===== config.mk =====
export PLATFORM = sky130hd
export DESIGN_NAME = br_delay_credit_buffer
export DESIGN_NICKNAME = d
export VERILOG_FILES = /design/src/rtl/br_delay_credit_buffer.sv
export SDC_FILE = /design/constraint.sdc
export NUM_CORES = 1
export LEC_CHECK = 0
export BUFFER_PORTS_ARGS = -buffer_cell sky130_fd_sc_hd__buf_2
export CORE_AREA = 2 2 39 41
export CTS_CLUSTER_SIZE = 16
export DETAILED_ROUTE_END_ITERATION = 10
export DIE_AREA = 0 0 41 43
export GPL_ROUTABILITY_DRIVEN = 0
export SLEW_MARGIN = 20
export SYNTH_ARGS = -nofsm -noshare
export SYNTH_HDL_FRONTEND = slang
export SYNTH_SLANG_ARGS = --single-unit

===== constraint.sdc =====
create_clock -name clk -period 1.21 [get_ports clk]
set_input_delay 0.0605 -clock clk [delete_from_list [all_inputs] [get_ports clk]]
set_output_delay 0.0605 -clock clk [all_outputs]
set_load 0.05 [all_outputs]

===== src/rtl/br_delay_credit_buffer.sv =====
// br_delay_credit_buffer: credit-gated receive buffer behind a fixed-latency delay line, presented as ready/valid
module br_delay_credit_buffer #(
  parameter int Width = 1,
  parameter int Depth = 2,
  parameter int CountWidth = $clog2(Depth + 1)
) (
  input  logic                  clk,
  input  logic                  rst,
  input  logic                  issue_valid,
  output logic                  issue_ready,
  input  logic                  push_valid,
  input  logic [Width-1:0]      push_data,
  output logic                  pop_valid,
  input  logic                  pop_ready,
  output logic [Width-1:0]      pop_data,
  output logic [CountWidth-1:0] credit_count,
  output logic [CountWidth-1:0] items
);
  localparam int PtrWidth = Depth > 1 ? $clog2(Depth) : 1;
  localparam logic [PtrWidth-1:0] LastPtr = PtrWidth'(Depth - 1);
  localparam logic [CountWidth-1:0] Full = CountWidth'(Depth);
  logic [Width-1:0] mem [Depth];
  logic [PtrWidth-1:0] wr_ptr, rd_ptr;
  logic issue, pop;
  assign issue_ready = credit_count != '0;
  assign pop_valid = items != '0;
  assign pop_data = mem[rd_ptr];
  assign issue = issue_valid && issue_ready;
  assign pop = pop_valid && pop_ready;
  always_ff @(posedge clk)
    if (rst) begin
      credit_count <= Full;
      items <= '0;
      wr_ptr <= '0;
      rd_ptr <= '0;
    end else begin
      credit_count <= credit_count + CountWidth'(pop) - CountWidth'(issue);
      items <= items + CountWidth'(push_valid) - CountWidth'(pop);
      if (push_valid) wr_ptr <= wr_ptr == LastPtr ? '0 : wr_ptr + PtrWidth'(1);
      if (pop) rd_ptr <= rd_ptr == LastPtr ? '0 : rd_ptr + PtrWidth'(1);
    end
  always_ff @(posedge clk)
    if (push_valid) mem[wr_ptr] <= push_data;
  assert property (@(posedge clk) disable iff (rst) issue_valid |-> issue_ready);
  assert property (@(posedge clk) disable iff (rst) push_valid |-> items != Full);
  assert property (@(posedge clk) disable iff (rst) credit_count <= Full);
  assert property (@(posedge clk) disable iff (rst) pop_valid && !pop_ready |=> pop_valid && $stable(pop_data));
endmodule


* Word-level counts from Yosys, hierarchy flattened
Memories as Yosys holds them, arrays and structs flattened. A register that Yosys moved wholly into a read port is not among the register bits.
Index checks and enable logic that the tools add are counted.
** Cells by class
- $add $sub $neg :: 6
- $mul :: 0
- Divide/modulo/power cells :: 0
- $lt $le $gt $ge :: 0
- Equal/unequal tests :: 0
- Shift operators :: 0
- Mux-type cells :: 6
- Bitwise gates (word level) :: 0
- Reductions and logical operators :: 4
** Operators with widths (count)
- $mux 1 :: 6
- $add 2x1->2 :: 2
- $reduce_bool 2->1 :: 2
- $sub 2x1->2 :: 2
- $add 1x1->1 const B :: 2
- $logic_and 1x1->1 :: 2
** Word-level totals
- Register bits after elaboration :: 6
- Latch bits :: 0
- Bits in writable memories :: 2
- Memory bits (read-only) :: 0
- Output and inout port bits :: 7
- Memories kept :: 1
** Memories
- mem :: words 2, width 1, rd ports 1, clocked after Yosys merged registers in 1, write ports 1, RTL line 22 : logic [Width-1:0] mem [Depth];

* Depth between registers and ports, before layout
- Depth after elaboration :: 4
- Depth in mapped cells :: 6
- Depth with buffers taken out :: 6

* Least setup slack after synthesis
No wires, ideal clock.
- Kind :: register to register
- Start point :: reg credit_count[1]
- End point :: reg credit_count[0]
- Arrival time :: 1644 ps
- Required time :: 1096 ps
- Setup slack :: -547 ps
- Stages on the path, launching flop included :: 6
- Buffers on the path :: 0
- Cell sequence :: dfxtp_1 -> or2_2 -> nand2_1 -> xor2_1 -> ha_1 -> nor2b_1
** Between the ends
- Longest elaborated chain between the ends :: 3
** RTL lines
- from (decl) :: RTL line 16 : output logic [CountWidth-1:0] credit_count,
- from (signal assigned) :: RTL line 32 : credit_count <= Full;
- from (signal assigned) :: RTL line 37 : credit_count <= credit_count + CountWidth'(pop) - CountWidth'(issue);
- $reduce_bool 2->1 :: RTL line 25 : assign issue_ready = credit_count != '0;
- named net issue_ready :: RTL line 10 : output logic issue_ready,
- $logic_and 1x1->1 :: RTL line 28 : assign issue = issue_valid && issue_ready;
- $sub 2x1->2 :: RTL line 37
The timed path passes the listed nets, and every way through them passes these cells.
A chain may end at the register's enable or synchronous reset.

* Worst setup path after layout
- Start point :: reg credit_count[1]
- End point :: reg credit_count[1]
** Between the ends
- Longest elaborated chain between the ends :: 3
- Elaborated cells between the ends (all ways) :: 4
** RTL lines (RTL line)
- parallel branches: the longest is 2 deep, another holds $add 2x1->2
- $sub 2x1->2 * :: 37
Every way passes the cells marked *.

==> flow_summary.toml <==
[run_status]
status = "finished, violations left"
failed_checks = "negative setup slack"

[place]
placedInstanceArea_um2 = 558.0
port_buffers = 12
dp.final_hpwl_um = 585.4
dp.cells = 74
dp_slack_ps = -57.71

[grt]
grt_start_max_net_pins = 9
grt_antenna_before_repair = 0
grt.total_usage_pct = 9.413
overflow = 0
grt_pass1_wl_um = 1110
grt_pass1_vias = 316

[cells_and_area]
postLayoutCellArea_um2 = 594.3
final_net_count = 72
area_growth_pct = 42.22
finalNonFillerCells = 79
drive_gt1_share_pct = 49.21
fill_cells = 139
diodes = 0

[timing]
finalWorstSetupSlack_ps = -56.54
post-route-period-util_pct = 104.7
worst_pin_slew_ps = 250.3
slew_violations = 0
grt_setup_unrepaired = "yes"
clock.fmax_ghz = 0.7896
period_minus_slack_ps = 1267
hold_violations = 0
setup_viol = 2
fin_worst_skew_ps = 1.716
relSlewSlack_pct = 83.43

[cts]
cts-resized-gates = 0
root_buffer = "clkbuf_4"
htreeDepth = 1
cts_buffer_depth = 2
numCtsBuffers = 3
cts_num_sinks = 9
clk_latency_ps = 250
cts_tree = "built"
path_clk_slew_ps = 60

[detailed_routing]
routed_wl_um = 699
postRouteAntennaNets = 0
vias = 342
drt_iter0_markers = 4
dr.pass1.iters = 2
viasPerCell = 4.329
drcViolationCount = 0
wl_per_cell_um = 8.848

[floorplanning]
num_rows = 14
die-area_um2 = 1763
die_x_um = 41
io_pins = 13
start_util_pct = 30.20
die_h_um = 43
core_area_um2 = 1384

[synthesis]
synth_warnings = 0
synth-seq-cells = 9
synth.area.top_cells = "dfxtp_1 (34%), edfxtp_1 (14%), nor2b_1 (10%), ha_1 (6.0%), xor2_1 (4.2%)"
synth_top_cell_by_area = "dfxtp_1"
synth_nets = 49
yosysSeqAreaShare_pct = 47.90
syn_area_per_cell_um2 = 10.19
syn_area_um2 = 417.9
ys_types = 19
synth_top_cell_area_share_pct = 33.53
syn_inst = 41

[pwr]
p_seq_share_pct = 40.2
powerDensity_nw_per_um2 = 1557
power_switching_uw = 320.5
vdd_drop_max_mv = 0.6752
internal_power_uw = 604.6
pwr-share-clk_pct = 23.5
power_uw = 925.1
combPwrFrac_pct = 36.3
leakage_nw = 0.2702
swShare_pct = 34.64

[worst_setup_path]
path_class = "reg -> reg"
required_ps = 1340
cp-end-kind = "flop"
r2r-start = "credit_count[1]"
cp_slowest_stage_delay_ps = 340
r2r_setup_slack_ps = -60
slowest_stage = "dfxtp_4"
rr_worst_depth = 6
crit_start = "credit_count[1]"
r2r-end = "credit_count[1]"
worstSetupStartpointType = "flop"
crit_chain = "or2_4, nand2_2, xor2_1, ha_1, nor2b_1, mux2i_1"
critPathMaxFanout = 2
crit_arrival_ps = 1400

[hold_path]
hp-class = "in -> reg"
holdPathStages = 2
hp-start = "rst"
hold_path_end = "items[0]"

[job]
cap_viol_max_count = 0
## cell usage after synthesis (all sizes together)
master and instances:
ha 2, dfxtp 7, inv 2, nor2 4, nor2b 7, o211a 1, or3 1, nand2 3
mux2 1, a311oi 1, xnor2 1, mux2i 1, or2 1, and2 1, edfxtp 2, a21oi 1
o21ai 3, xor2 2
## worst max-delay path: cells and delay by family, from the launching register on
kind | cells | cell delay [ps]
simple gates | 3 | 430
xor+xnor | 1 | 140
fa+ha+maj | 1 | 170
mux | 1 | 60
flops | 1 | 340
## cells by family after synthesis
family / after synthesis / synth area share [%]
AOI/OAI and AO/OA: 6 / 11.68
xor gates and xnor gates: 3 / 6.289
adders and majority gates: 2 / 5.987
buffers and inverters: 2 / 1.797
DFF: 9 / 47.90
muxes: 2 / 5.090
and+or+nand+nor: 17 / 21.26
## area by class of cell
class / count / area, um2 / area share [%]
clock buffer: 4 / 26.28 / 4.421
inverter: 2 / 7.507 / 1.263
multi-input combinational: 30 / 220.2 / 37.05
sequential: 9 / 212.7 / 35.79
tap: 16 / 20.02 / 3.368
timing repair buffer: 18 / 107.6 / 18.11
## power by group through the flow
stage / Clock, mW / Sequential [mW] / Combinational, mW
final: 0.217 / 0.372 / 0.336
after global routing: 0.248 / 0.377 / 0.362
after CTS: 0.231 / 0.372 / 0.340
after detailed placement: 0 / 0.379 / 0.337
after global placement: 0 / 0.378 / 0.334
after floorplan: 0 / 0.456 / 0.162
## per-layer routing
layer  vias to the layer above  global-route usage (%)  wire (um)
li1                        184                       -          -
met1                       150                   10.23        303
met2                         8                   14.69        366
met3                         0                   3.141         29
met4                         0                   6.000          0
met5                         -                       0          0
## through the flow
stage                     hold WS [ps]  utilization (%)  TNS [ps]
final                            69.70            42.95    -111.1
after global routing             74.61            42.95    -291.7
after CTS                        67.38            42.95    -153.1
after detailed placement         256.9            40.33    -132.9
after global placement           250.7            40.33    -88.29
after floorplan                  122.2                -    -511.9
## worst max path at each step
| stage | slack, ps | to | cells after the start |
|---|---|---|---|
| 2_1_floorplan | -210 | credit_count[1] | 6 |
| 3_3_place_gp | -40 | credit_count[0] | 5 |
| 3_5_place_dp | -60 | credit_count[1] | 6 |
| 4_1_cts | -70 | credit_count[1] | 6 |
| 5_1_grt | -130 | credit_count[1] | 6 |
| 6_report | -60 | credit_count[1] | 6 |
## cells in the final DEF (no fill, tap or decap), types with 2 or more instances in the layout
| master | Yosys | routed |
|---|---|---|
| nand2_1 | 3 | 2 |
| dfxtp_4 | 0 | 3 |
| nor2b_1 | 7 | 6 |
| xor2_1 | 2 | 2 |
| buf_4 | 0 | 5 |
| nor2_1 | 4 | 4 |
| dfxtp_1 | 7 | 3 |
| inv_1 | 2 | 2 |
| buf_2 | 0 | 12 |
| edfxtp_1 | 2 | 2 |
| clkbuf_4 | 0 | 3 |
## timing repair
action,in CTS,in global routing
hold endpoints to repair,2,0
endpoints found under the setup margin,3,3
hold buffers,1,0
pin swaps,2,1
buffers inserted,0,0
Power figures use the tool's default switching activity.
